## src/rtl/combination_wb_master_if.sv

```systemverilog
// combination_interface: link between the host-side master and the engine.
// Master drives config, LUT and reset requests; the slave returns results.
interface combination_interface #(
  parameter int TIME_WIDTH        = 64,
  parameter int CHANNELS_IN_WIDTH = 6,
  parameter int CHANNELS          = 16,
  parameter int ACC_WIDTH         = 32
);
  logic [TIME_WIDTH-1:0]        window;
  logic [CHANNELS_IN_WIDTH-1:0] filter_min;
  logic [CHANNELS_IN_WIDTH-1:0] filter_max;
  logic                         capture_enable;
  logic                         start_reading;
  logic [1:0]                   select_comb_fifo;
  logic                         ready_o;
  logic                         overflow;
  logic [CHANNELS_IN_WIDTH-1:0] lut_addr;
  logic [CHANNELS-1:0]          lut_dat_i;
  logic [CHANNELS-1:0]          lut_dat_o;
  logic [1:0]                   lut_WrRd;
  logic                         lut_ack;
  logic                         reset_comb;
  logic                         reset_comb_done;
  logic                         ready_i;
  logic                         comb_out_vd;
  logic [CHANNELS-1:0]          comb_value;
  logic [ACC_WIDTH-1:0]         comb_count;

  modport master (
    output window, filter_min, filter_max, capture_enable,
    output start_reading, select_comb_fifo, lut_addr, lut_dat_i,
    output lut_WrRd, reset_comb, ready_i,
    input  ready_o, overflow, lut_dat_o, lut_ack, reset_comb_done,
    input  comb_out_vd, comb_value, comb_count
  );

  modport slave (
    input  window, filter_min, filter_max, capture_enable,
    input  start_reading, select_comb_fifo, lut_addr, lut_dat_i,
    input  lut_WrRd, reset_comb, ready_i,
    output ready_o, overflow, lut_dat_o, lut_ack, reset_comb_done,
    output comb_out_vd, comb_value, comb_count
  );
endinterface

```

## src/rtl/combination_wb_master.sv

```systemverilog
// combination_wb_master: Wishbone register front-end for the combination engine.
// Define COMB_WB_TIMEOUT_EN to abort stuck LUT/reset handshakes.
module combination_wb_master #(
  parameter int TIME_WIDTH        = 64,
  parameter int CHANNELS_IN_WIDTH = 6,
  parameter int CHANNELS          = 16,
  parameter int ACC_WIDTH         = 32,
  parameter int TIMEOUT_CYCLES    = 1024
) (
  input  logic        clk,
  input  logic        rst,
  input  logic        wb_cyc,
  input  logic        wb_stb,
  input  logic        wb_we,
  input  logic [7:0]  wb_adr,
  input  logic [31:0] wb_dat_i,
  output logic [31:0] wb_dat_o,
  output logic        wb_ack,
  combination_interface.master comb
);
  localparam int AW = CHANNELS_IN_WIDTH;
  localparam logic [5:0] A_STAT = 6'h00;
  localparam logic [5:0] A_CTRL = 6'h01;
  localparam logic [5:0] A_WLO  = 6'h02;
  localparam logic [5:0] A_WHI  = 6'h03;
  localparam logic [5:0] A_FILT = 6'h04;
  localparam logic [5:0] A_LADR = 6'h05;
  localparam logic [5:0] A_LDAT = 6'h06;
  localparam logic [5:0] A_LCMD = 6'h07;
  localparam logic [5:0] A_RVAL = 6'h08;
  localparam logic [5:0] A_RCNT = 6'h09;

  typedef enum logic {L_IDLE, L_REQ} lut_st_t;
  typedef enum logic {R_IDLE, R_RST} rst_st_t;

  lut_st_t lut_st, lut_st_n;
  rst_st_t rst_st, rst_st_n;

  logic [5:0]            a;
  logic                  req, wr, pop, clr;
  logic                  wr_ctrl, wr_cmd;
  logic                  lut_busy, rst_busy;
  logic                  lut_tmo, rst_tmo, tmo_set;
  logic                  capture, rv_n, ready_n;
  logic [31:0]           rdata;
  logic [63:0]           win64;
  logic                  unused_adr;

  logic [TIME_WIDTH-1:0] window_q;
  logic [31:0]           win_lo_q;
  logic [AW-1:0]         fmin_q, fmax_q, ladr_q;
  logic                  cap_q, start_q, lut_wr_q;
  logic [1:0]            sel_q;
  logic [CHANNELS-1:0]   ldat_q, lrd_q, rval_q;
  logic [ACC_WIDTH-1:0]  rcnt_q;
  logic                  ovf_q, tmo_q, rv_q, ready_q;

  assign a          = wb_adr[7:2];
  assign unused_adr = ^wb_adr[1:0];
  assign req        = wb_cyc & wb_stb;
  assign wr         = req & wb_we & wb_ack;
  assign pop        = req & ~wb_we & wb_ack & (a == A_RCNT);
  assign wr_ctrl    = wr & (a == A_CTRL);
  assign wr_cmd     = wr & (a == A_LCMD);
  assign clr        = wr_ctrl & wb_dat_i[8];
  assign lut_busy   = lut_st == L_REQ;
  assign rst_busy   = rst_st == R_RST;
  assign capture    = comb.comb_out_vd & ready_q;
  assign win64      = 64'(window_q);

`ifdef COMB_WB_TIMEOUT_EN
  localparam logic [31:0] TMO_LAST = 32'(TIMEOUT_CYCLES - 1);
  logic [31:0] lut_cnt, rst_cnt;

  // Dwell counters for each pending handshake, cleared while idle.
  always_ff @(posedge clk or posedge rst) begin
    if (rst) begin
      lut_cnt <= '0;
      rst_cnt <= '0;
    end else begin
      lut_cnt <= lut_busy ? lut_cnt + 32'd1 : '0;
      rst_cnt <= rst_busy ? rst_cnt + 32'd1 : '0;
    end
  end

  assign lut_tmo = lut_busy & (lut_cnt == TMO_LAST);
  assign rst_tmo = rst_busy & (rst_cnt == TMO_LAST);
  assign tmo_set = (lut_tmo & ~comb.lut_ack)
                 | (rst_tmo & ~comb.reset_comb_done);
`else
  logic unused_tmo;
  assign unused_tmo = ^TIMEOUT_CYCLES;
  assign lut_tmo    = 1'b0;
  assign rst_tmo    = 1'b0;
  assign tmo_set    = 1'b0;
`endif

  // State registers for both handshake FSMs.
  always_ff @(posedge clk or posedge rst) begin
    if (rst) begin
      lut_st <= L_IDLE;
      rst_st <= R_IDLE;
    end else begin
      lut_st <= lut_st_n;
      rst_st <= rst_st_n;
    end
  end

  // LUT FSM: one request outstanding; new commands ignored while busy.
  always_comb begin
    lut_st_n = lut_st;
    unique case (lut_st)
      L_IDLE: if (wr_cmd && (wb_dat_i[0] || wb_dat_i[1])) lut_st_n = L_REQ;
      L_REQ:  if (comb.lut_ack || lut_tmo) lut_st_n = L_IDLE;
    endcase
  end

  // Reset FSM: hold reset_comb until the engine reports done.
  always_comb begin
    rst_st_n = rst_st;
    unique case (rst_st)
      R_IDLE: if (wr_ctrl && wb_dat_i[2]) rst_st_n = R_RST;
      R_RST:  if (comb.reset_comb_done || rst_tmo) rst_st_n = R_IDLE;
    endcase
  end

  // Holding register bookkeeping: flush beats capture beats pop.
  always_comb begin
    rv_n = rv_q;
    if (rst_busy)     rv_n = 1'b0;
    else if (capture) rv_n = 1'b1;
    else if (pop)     rv_n = 1'b0;
    ready_n = ~rv_n & (rst_st_n != R_RST);
  end

  // Register file writes, sticky flags and result capture.
  always_ff @(posedge clk or posedge rst) begin
    if (rst) begin
      window_q <= '0;
      win_lo_q <= '0;
      fmin_q   <= '0;
      fmax_q   <= '0;
      cap_q    <= 1'b0;
      start_q  <= 1'b0;
      sel_q    <= '0;
      ladr_q   <= '0;
      ldat_q   <= '0;
      lrd_q    <= '0;
      lut_wr_q <= 1'b0;
      ovf_q    <= 1'b0;
      tmo_q    <= 1'b0;
      rv_q     <= 1'b0;
      ready_q  <= 1'b0;
      rval_q   <= '0;
      rcnt_q   <= '0;
    end else begin
      start_q <= wr_ctrl & wb_dat_i[1];
      if (wr && a == A_WLO) win_lo_q <= wb_dat_i;
      if (wr && a == A_WHI) window_q <= TIME_WIDTH'({wb_dat_i, win_lo_q});
      if (wr && a == A_FILT) begin
        fmin_q <= AW'(wb_dat_i[7:0]);
        fmax_q <= AW'(wb_dat_i[15:8]);
      end
      if (rst_busy)     cap_q <= 1'b0;
      else if (wr_ctrl) cap_q <= wb_dat_i[0];
      if (wr_ctrl) sel_q <= wb_dat_i[5:4];
      if (wr && a == A_LADR && !lut_busy) ladr_q <= AW'(wb_dat_i);
      if (wr && a == A_LDAT && !lut_busy) ldat_q <= CHANNELS'(wb_dat_i);
      if (!lut_busy && lut_st_n == L_REQ) lut_wr_q <= wb_dat_i[0];
      if (lut_busy && comb.lut_ack && !lut_wr_q) lrd_q <= comb.lut_dat_o;
      ovf_q   <= comb.overflow | (ovf_q & ~clr);
      tmo_q   <= tmo_set | (tmo_q & ~clr);
      rv_q    <= rv_n;
      ready_q <= ready_n;
      if (capture) begin
        rval_q <= comb.comb_value;
        rcnt_q <= comb.comb_count;
      end
    end
  end

  // Read data mux; unmapped addresses return zero.
  always_comb begin
    rdata = '0;
    case (a)
      A_STAT: rdata = {26'b0, tmo_q, rv_q, lut_busy, rst_busy,
                       ovf_q, comb.ready_o};
      A_CTRL: rdata = {26'b0, sel_q, 3'b0, cap_q};
      A_WLO:  rdata = win64[31:0];
      A_WHI:  rdata = win64[63:32];
      A_FILT: rdata = {16'b0, 8'(fmax_q), 8'(fmin_q)};
      A_LADR: rdata = 32'(ladr_q);
      A_LDAT: rdata = 32'(lrd_q);
      A_RVAL: rdata = 32'(rval_q);
      A_RCNT: rdata = 32'(rcnt_q);
      default: rdata = '0;
    endcase
  end

  // Single-cycle ack one clock after the request; data rides with ack.
  always_ff @(posedge clk or posedge rst) begin
    if (rst) begin
      wb_ack   <= 1'b0;
      wb_dat_o <= '0;
    end else begin
      wb_ack   <= req & ~wb_ack;
      wb_dat_o <= (req & ~wb_ack) ? rdata : '0;
    end
  end

  assign comb.window           = window_q;
  assign comb.filter_min       = fmin_q;
  assign comb.filter_max       = fmax_q;
  assign comb.capture_enable   = cap_q & ~rst_busy;
  assign comb.start_reading    = start_q;
  assign comb.select_comb_fifo = sel_q;
  assign comb.lut_addr         = ladr_q;
  assign comb.lut_dat_i        = ldat_q;
  assign comb.lut_WrRd         = lut_busy ? (lut_wr_q ? 2'b10 : 2'b01)
                                          : 2'b00;
  assign comb.reset_comb       = rst_busy;
  assign comb.ready_i          = ready_q;
endmodule
```

## src/flat_wrapper.sv

```systemverilog
// flat-port wrapper written by rule: the top's interface ports become plain ports
module combination_wb_master_flat 
#(
  parameter int TIME_WIDTH        = 64,
  parameter int CHANNELS_IN_WIDTH = 6,
  parameter int CHANNELS          = 16,
  parameter int ACC_WIDTH         = 32,
  parameter int TIMEOUT_CYCLES    = 1024
)
  (clk, rst, wb_cyc, wb_stb, wb_we, wb_adr, wb_dat_i, wb_dat_o, wb_ack, comb_window, comb_filter_min, comb_filter_max, comb_capture_enable, comb_start_reading, comb_select_comb_fifo, comb_lut_addr, comb_lut_dat_i, comb_lut_WrRd, comb_reset_comb, comb_ready_i, comb_ready_o, comb_overflow, comb_lut_dat_o, comb_lut_ack, comb_reset_comb_done, comb_comb_out_vd, comb_comb_value, comb_comb_count);
  combination_interface #(.TIME_WIDTH(TIME_WIDTH), .CHANNELS_IN_WIDTH(CHANNELS_IN_WIDTH), .CHANNELS(CHANNELS), .ACC_WIDTH(ACC_WIDTH)) comb_i ();
  input  logic clk;
  input  logic rst;
  input  logic wb_cyc;
  input  logic wb_stb;
  input  logic wb_we;
  input  logic [7:0] wb_adr;
  input  logic [31:0] wb_dat_i;
  output logic [31:0] wb_dat_o;
  output logic wb_ack;
  output wire logic [$bits(comb_i.window)-1:0] comb_window;
  output wire logic [$bits(comb_i.filter_min)-1:0] comb_filter_min;
  output wire logic [$bits(comb_i.filter_max)-1:0] comb_filter_max;
  output wire logic [$bits(comb_i.capture_enable)-1:0] comb_capture_enable;
  output wire logic [$bits(comb_i.start_reading)-1:0] comb_start_reading;
  output wire logic [$bits(comb_i.select_comb_fifo)-1:0] comb_select_comb_fifo;
  output wire logic [$bits(comb_i.lut_addr)-1:0] comb_lut_addr;
  output wire logic [$bits(comb_i.lut_dat_i)-1:0] comb_lut_dat_i;
  output wire logic [$bits(comb_i.lut_WrRd)-1:0] comb_lut_WrRd;
  output wire logic [$bits(comb_i.reset_comb)-1:0] comb_reset_comb;
  output wire logic [$bits(comb_i.ready_i)-1:0] comb_ready_i;
  input wire logic [$bits(comb_i.ready_o)-1:0] comb_ready_o;
  input wire logic [$bits(comb_i.overflow)-1:0] comb_overflow;
  input wire logic [$bits(comb_i.lut_dat_o)-1:0] comb_lut_dat_o;
  input wire logic [$bits(comb_i.lut_ack)-1:0] comb_lut_ack;
  input wire logic [$bits(comb_i.reset_comb_done)-1:0] comb_reset_comb_done;
  input wire logic [$bits(comb_i.comb_out_vd)-1:0] comb_comb_out_vd;
  input wire logic [$bits(comb_i.comb_value)-1:0] comb_comb_value;
  input wire logic [$bits(comb_i.comb_count)-1:0] comb_comb_count;
  assign comb_window = comb_i.window;
  assign comb_filter_min = comb_i.filter_min;
  assign comb_filter_max = comb_i.filter_max;
  assign comb_capture_enable = comb_i.capture_enable;
  assign comb_start_reading = comb_i.start_reading;
  assign comb_select_comb_fifo = comb_i.select_comb_fifo;
  assign comb_lut_addr = comb_i.lut_addr;
  assign comb_lut_dat_i = comb_i.lut_dat_i;
  assign comb_lut_WrRd = comb_i.lut_WrRd;
  assign comb_reset_comb = comb_i.reset_comb;
  assign comb_ready_i = comb_i.ready_i;
  assign comb_i.ready_o = comb_ready_o;
  assign comb_i.overflow = comb_overflow;
  assign comb_i.lut_dat_o = comb_lut_dat_o;
  assign comb_i.lut_ack = comb_lut_ack;
  assign comb_i.reset_comb_done = comb_reset_comb_done;
  assign comb_i.comb_out_vd = comb_comb_out_vd;
  assign comb_i.comb_value = comb_comb_value;
  assign comb_i.comb_count = comb_comb_count;
  combination_wb_master #(.TIME_WIDTH(TIME_WIDTH), .CHANNELS_IN_WIDTH(CHANNELS_IN_WIDTH), .CHANNELS(CHANNELS), .ACC_WIDTH(ACC_WIDTH), .TIMEOUT_CYCLES(TIMEOUT_CYCLES)) u_core (.clk(clk), .rst(rst), .wb_cyc(wb_cyc), .wb_stb(wb_stb), .wb_we(wb_we), .wb_adr(wb_adr), .wb_dat_i(wb_dat_i), .wb_dat_o(wb_dat_o), .wb_ack(wb_ack), .comb(comb_i));
endmodule
```

## config.mk

```make
export PLATFORM = sky130hd
export DESIGN_NAME = combination_wb_master_flat
export DESIGN_NICKNAME = d
export VERILOG_FILES = /design/src/rtl/combination_wb_master_if.sv /design/src/rtl/combination_wb_master.sv /design/src/flat_wrapper.sv
export SDC_FILE = /design/constraint.sdc
export NUM_CORES = 1
export LEC_CHECK = 0
export BUFFER_PORTS_ARGS = -buffer_cell sky130_fd_sc_hd__clkbuf_2
export CELL_PAD_IN_SITES_DETAIL_PLACEMENT = 1
export CELL_PAD_IN_SITES_GLOBAL_PLACEMENT = 1
export CORE_ASPECT_RATIO = 0.6
export CORE_MARGIN = 2
export CORE_UTILIZATION = 44
export CTS_BUF_LIST = sky130_fd_sc_hd__clkbuf_8
export DETAILED_ROUTE_END_ITERATION = 10
export PLACE_DENSITY_LB_ADDON = 0.1
export SLEW_MARGIN = 10
export SYNTH_ARGS = -nofsm -noshare
export SYNTH_HDL_FRONTEND = slang
export SYNTH_SLANG_ARGS = --single-unit
```

## constraint.sdc

```tcl
create_clock -name clk -period 8.3 [get_ports clk]
set_input_delay 1.245 -clock clk [delete_from_list [all_inputs] [get_ports clk]]
set_output_delay 1.245 -clock clk [all_outputs]
set_load 0.005 [all_outputs]
```

Yosys cells after proc, flatten, opt, wreduce, memory -nomap -nowiden. Cells that the tools add are included.

Register bits: 238. Logic and storage cells: 86.

Multiplexer cells: 15. Bitwise gates (word level): 24. Reductions and logical operators: 17. Eq/ne operators: 9.

Operators with widths (count): case mux 32 bit (9 select lines) (1); 2-to-1 mux 32 bit (1); == test 6 x 3 -> 1 bit, second input constant (4); AND 1 bit (16); == test 6 x 2 -> 1 bit, second input constant (2); == test 6 x 4 -> 1 bit, second input constant (2); logical AND 1 bit (12); 2-to-1 mux 1 bit (9); inverter 1 bit (7); == test 6 x 1 -> 1 bit, second input constant (1); logical NOT 6 bit (1); 2-to-1 mux 2 bit (2); case mux 1 bit (2 select lines) (2); logical NOT 1 bit (2); nonzero test 2 bit (1); logical OR 1 bit (1); bitwise OR 1 bit (1).

Longest topological paths before layout. Gate-level depths: netlist (run 1).

Depth after elaboration: 9. Gate-level depth with buffers: 8. Mapped depth without buffers: 4.

Worst setup path after synthesis (run 1). No wires, ideal clock.

Kind: in2reg. Start point: input port wb_adr[4]. End point: register u_core.window_q[0], in the netlist u_core.comb.window[0]. Arrival: 2.769 ns. Setup slack: 5.404 ns. Stages: 7. Library setup time: 0.127 ns. Path through: nor4_2 > and2_1 > buf_4 > and2b_1 > buf_4 > buf_6 > mux2_1.

Word-level cells in the longest chain between the ends: 2.

Ends and longest elaborated chain: start: declaration (RTL line flat_wrapper.sv:17) `input logic [7:0] wb_adr;`; == test 6 x 2 -> 1 bit (RTL line combination_wb_master.sv:159) `if (wr && a == A_WHI) window_q <= TIME_WIDTH'({wb_dat_i, win_lo_q});`; logical AND 1 bit (RTL line combination_wb_master.sv:159); end signal: assignment (RTL line combination_wb_master.sv:159); end: declaration (RTL line combination_wb_master.sv:49) `logic [TIME_WIDTH-1:0] window_q;`.

No other way between the ends. A chain may end at the register's enable or synchronous reset.

Worst setup path in the final report (run 1).
Start point: input port wb_adr[2]. End point: register u_core.window_q[52], in the netlist u_core.comb.window[52].

Same word-level chain as after synthesis.

==> results of run 1 <==
routing by layer:
layer  up-vias  part of all wire  wire [µm]  global-route usage
met3        34             0.090       2540              0.0753
met1      3456              0.45      12600               0.348
met5         -           0.00085         24                   0
li1       2863                 -          -                   -
met2       268              0.45      12800               0.386
met4         4             0.011        313              0.0558
state kept, by name, summed over array words and instances, names as in the netlist, 2 cells and up:
signal	cells
u_core.rcnt_q	32
u_core.comb.filter_min	6
u_core.win_lo_q	32
u_core.comb.lut_dat_i	16
u_core.wb_dat_o	32
u_core.lrd_q	16
u_core.comb.select_comb_fifo	2
u_core.comb.lut_addr	6
u_core.rval_q	16
u_core.comb.filter_max	6
u_core.comb.window	64
cell type report:
type,instances,area [µm²],share of cell area
clock inverters,15,82.6,0.00699
clock buffers,41,564,0.0478
repair buffers,258,1310,0.111
well taps,279,349,0.0296
inverters,4,22.5,0.00191
flip-flops and latches,238,5960,0.504
multi-input cells,351,3520,0.298
layout by cell type, fill, tap and decap left out, drive strengths merged:
master   netlist  layout
a211oi         1       1
a21o           3       3
a21oi         17      17
a222oi        32      32
a22o           3       3
a22oi         13      13
a31o           1       1
and2           4       4
and2b          1       1
buf           23       8
bufinv         0       1
clkbuf        13     291
dfrtp        238     238
inv            4      18
mux2         203     203
mux2i          7       7
mux4           3       3
nand2          8       8
nand2b         3       3
nand3          2       2
nand4          1       1
nor2          24      24
nor2b          3       3
nor3           4       4
nor4           6       6
nor4b          1       1
o21ai          1       1
o2bb2ai        6       6
o41ai          1       1
or4            1       1
or4b           2       2
cells by family (layout without fill, tap and decap cells):
logic type	Yosys count	in the layout	share of synthesized area
AOI/OAI and AO/OA	78	78	0.0655
buffers and inverters	40	318	0.0242
DFF	238	238	0.615
muxes	213	213	0.257
and+or+nand+nor	60	60	0.0386
through the flow:
| step | util | area, µm² |
|---|---|---|
| 3_5_place_dp | 0.524 | 11200 |
| 2_1_floorplan | - | 9680 |
| 4_1_cts | 0.555 | 11800 |
| 5_1_grt | 0.555 | 11800 |
| 6_report | 0.555 | 11800 |
| 3_3_place_gp | 0.524 | 11200 |
worst paths after layout:
kind | from | end
max in group asynchronous | rst | u_core.comb.window[14]
max | wb_adr[2] | u_core.comb.window[52]
min in group asynchronous | rst | u_core.wb_dat_o[28]
max reg2reg | u_core.wb_ack | u_core.win_lo_q[15]
min reg2reg | u_core.comb.lut_dat_i[10] | u_core.comb.lut_dat_i[10]
min | u_core.comb.lut_dat_i[10] | u_core.comb.lut_dat_i[10]
worst reg2reg max path, cell delays in order, from the launching register on:
cell	delay, ns
dfrtp_1	0.40
nand4_1	0.48
nor3_4	0.81
buf_4	0.48
mux2_2	0.41
power by group:
part	switching (mW)	internal, mW	leakage, nW	total, mW
logic	0.107	0.133	2.58	0.239
clock network	0.437	0.476	0.383	0.913
registers	0.0748	1.29	3.21	1.36
total	0.619	1.90	6.17	2.52
==> impl_metrics.toml, run 1 <==
[place]
port_buffers = 250
gp_congestion = 0.791
post-place-ws_ns = 3.89
dp.cells = 1130
hpwl_um = 19000

[pwr]
p_total_mw = 2.52
power.density_nw_per_um2 = 213
ir_worst_vdd_mv = 0.117
p_leak_nw = 6.17

[worst_setup_path]
crit_chain = "clkbuf_2 > and2_1 > and2_2 > and2b_4 > mux2_2"
critPathTopFamily = "simple AND/OR/NAND/NOR gates"
reg2reg_depth = 4
cp-start-kind = "primary input"
endpoint_kind = "flip-flop"
r2r_setup_slack_ns = 5.61
cp_data_arrival_time_ns = 4.30
crit_buf_inv = 1
critPathMaxStageDelay_ns = 1.00
cp_slowest_cell = "and2b_4"
path_depth = 5
worst_ep_required_time_ns = 8.70
path_class = "in2reg"
cp_max_fo = 64

[drt]
vias_per_cell = 5.59
routed_wl_um = 28400
drt_pre_antenna_iters = 5
via_count = 6625
drt_iter0_drc = 436
drc = 0
routedWlPerCell_um = 23.9
antenna_left = 0

[floorplan]
rows = 41
pin_count = 253
dieArea_um2 = 23200
fp.coreArea_um2 = 21300
die_h_um = 119
die_w_um = 196
start_util = 0.455

[clocking]
cts_max_path_buffers = 3
tritoncts = "yes"
clock_latency_ns = 0.52
cts.sinks = 238
postCtsSetupBuffers = 0
numCtsBuffers = 37
clock-root-buffer = "clkbuf_8"
cts_max_level = 2
path_clk_slew_ns = 0.06
cts_resized = 0
hold_buffers = 0

[finish]
num_antenna_cells = 0
final_nets = 1004
nFillCells = 2139
syn_to_final_growth_pct = 22.0
layout.cells.non_filler = 1186
drive_above_1_share = 0.494

[yosys]
async_flop_share = 1.00
synth.area.top_cells = "dfrtp_1 (62%), mux2_2 (13%), mux2_1 (8.7%), a222oi_1 (3.3%), mux2_4 (2.5%)"
synth_flop_cell = "dfrtp_1"
yosysSeqAreaShare = 0.615
ys.warnings.count = 0
synth_cell_types = 40
syn_area_um2 = 9680
yosysMostFrequentCell = "dfrtp_1"
postSynthNetCount = 743
postSynthAreaPerCell_um2 = 15.4
synth_top_area_frac = 0.615
synth_edf_count = 0
yosysTopAreaCell = "dfrtp_1"
ys_top_cells_by_count = "dfrtp_1 (238), mux2_2 (112), mux2_1 (75)"
synth_cells = 629
ys_ff_latch = 238

[global_routing]
grt_pass1_vias = 7270
grt_use_total = 0.249
grt_pass1_wl_um = 43800
grt_max_degree = 106
gr-total-overflow = 0
antenna_found_initial = 3

[timing]
fmax_mhz = 256
fin_crit_ns = 3.90
fin_hold_ws_ns = 0.487
setup_viol = 0
slew_viol_final = 0
worst_pin_slew_ns = 1.15
skew_ns = 0.0175
tns_ns = 0
slew_headroom = 0.233
fin_crit_sh = 0.470
hold_viol = 0
rsz0062_at_grt = "false"
setup_ws_ns = 4.40

[hold_path]
whs_path_depth = 1
hp-class = "reg2reg"

[job]
maxCapViolations = 0

[outcome]
status = "finished, final reports clean"
Power figures use the tool's default switching activity.
==> inputs of run 2 (changes only) <==
==> constraint.sdc (replaced) <==
create_clock -name clk -period 3.95 [get_ports clk]
set_input_delay 0.5925 -clock clk [delete_from_list [all_inputs] [get_ports clk]]
set_output_delay 0.5925 -clock clk [all_outputs]
set_load 0.005 [all_outputs]
==> run 2 against run 1 <==
  * Non-clock buffer count is 6 higher
  * Die area stayed put
  * Count of clock-buffer cells in the layout is 8 higher
  * Sequential power is 110% higher
  * Utilization is 0.83 points higher
  * Sequential share of layout area is 0.74 points lower
  * Clock power is 130% higher
  * Combinational power is 110% higher
  * Register-to-register slack worse by 4.3 ns
  * Setup slack worse by 3.0 ns
  * Critical path type is now reg2reg
==> impl_metrics.toml, run 2 (synthesis gave the netlist of run 1 again) <==
[place]
post-place-ws_ns = 0.846
placed_area_um2 = 11200
gp_congestion = 0.845
hpwl_um = 20000
dp.cells = 1136
port_buffers = 250

[clocking]
path_clk_slew_ns = 0.06
cts_resized = 0
postCtsSetupBuffers = 0
numCtsBuffers = 38
clock-root-buffer = "clkbuf_8"
cts_max_path_buffers = 3
clock_latency_ns = 0.54
hold_buffers = 0
tritoncts = "yes"
cts.sinks = 238
cts_max_level = 2

[timing]
rsz0062_at_grt = "false"
worst_pin_slew_ns = 1.05
slew_headroom = 0.297
fin_crit_sh = 0.657
fin_crit_ns = 2.59
setup_ws_ns = 1.36
slew_viol_final = 0
hold_viol = 0
setup_viol = 0
skew_ns = 0.0140
tns_ns = 0
fin_hold_ws_ns = 0.267
fmax_mhz = 386

[hold_path]
hp-class = "in2reg"
worstHoldStart = "comb_overflow"

[floorplan]
fp.coreArea_um2 = 21300
dieArea_um2 = 23200
rows = 41
start_util = 0.455
die_h_um = 119
die_w_um = 196
pin_count = 253

[global_routing]
grt_max_degree = 163
antenna_found_initial = 4
gr-total-overflow = 0
grt_use_total = 0.254
grt_pass1_vias = 7545
grt_pass1_wl_um = 44600

[worst_setup_path]
cp-start-kind = "flip-flop"
critPathLaunch = "u_core.wb_ack"
worst_ep_required_time_ns = 4.36
path_class = "reg2reg"
cp_max_fo = 10
endpoint_kind = "flip-flop"
cp_data_arrival_time_ns = 3.01
r2r_start = "u_core.wb_ack"

[pwr]
ir_worst_vdd_mv = 0.251
p_leak_nw = 6.25
power.density_nw_per_um2 = 454
p_total_mw = 5.44

[drt]
vias_per_cell = 5.52
routedWlPerCell_um = 23.8
drt_iter0_drc = 437
via_count = 6638
drt_pre_antenna_iters = 6
drc = 0
antenna_left = 0
routed_wl_um = 28700

[finish]
mostFrequentLayoutCells = "clkbuf_2 (250), dfrtp_1 (238), mux2_2 (112)"
final_common_cell = "clkbuf_2"
final_nets = 1011
largest_register_ffs = 64
multi_input_area_um2 = 3520
nFillCells = 2127
design_area_um2 = 12000
final-seq-area_um2 = 5960
syn_to_final_growth_pct = 23.8
layout.cells.non_filler = 1203
fin_util = 0.563
drive_above_1_share = 0.504

[outcome]
status = "finished, final reports clean"

[job]
maxCapViolations = 0
-- run 2: cell types whose count changed in the layout (fill, tap and decap cells not counted), sizes merged --
cell	before	now
clkinv	0	5
inv	18	14
diode	0	2
clkinvlp	0	1
bufinv	1	0
buf	8	14
clkbuf	291	299
-- run 2: layer usage --
layer / wire length (µm) / GRT usage
met3: 2200 / 0.0765
met4: 587 / 0.0802
met5: 27 / 0
met1: 13100 / 0.354
met2: 12800 / 0.382
-- run 2: layout make-up --
type / instances / area share
diodes: 2 / 0.000418
clock buffers: 49 / 0.0563
clock inverters: 16 / 0.00553
inverters: 4 / 0.00157
multi-input cells: 351 / 0.294
flip-flops and latches: 238 / 0.497
well taps: 279 / 0.0291
repair buffers: 264 / 0.116
-- run 2: worst max-delay path, cell delays in order (launching register included) --
cell	delay [ns]
dfrtp_1	0.42
nand4_1	0.50
nor4_4	0.86
buf_4	0.35
mux2_1	0.34
-- run 2: worst paths after layout --
check,to,slack [ns],cells after the start
worst min-delay path,u_core.ovf_q,0.27,2
max in group asynchronous,u_core.rval_q[3],2.91,3
worst max-delay path,u_core.comb.lut_dat_i[1],1.36,4
min in group asynchronous,u_core.comb.select_comb_fifo[0],0.30,3
worst min register to register,u_core.comb.lut_dat_i[9],0.49,1
worst max register to register,u_core.comb.lut_dat_i[1],1.36,4
-- run 2: where the power goes --
group	leakage, nW	switching [mW]	internal (mW)
clock network	0.430	0.959	1.11
logic	2.61	0.229	0.282
registers	3.21	0.157	2.71
total	6.25	1.34	4.10
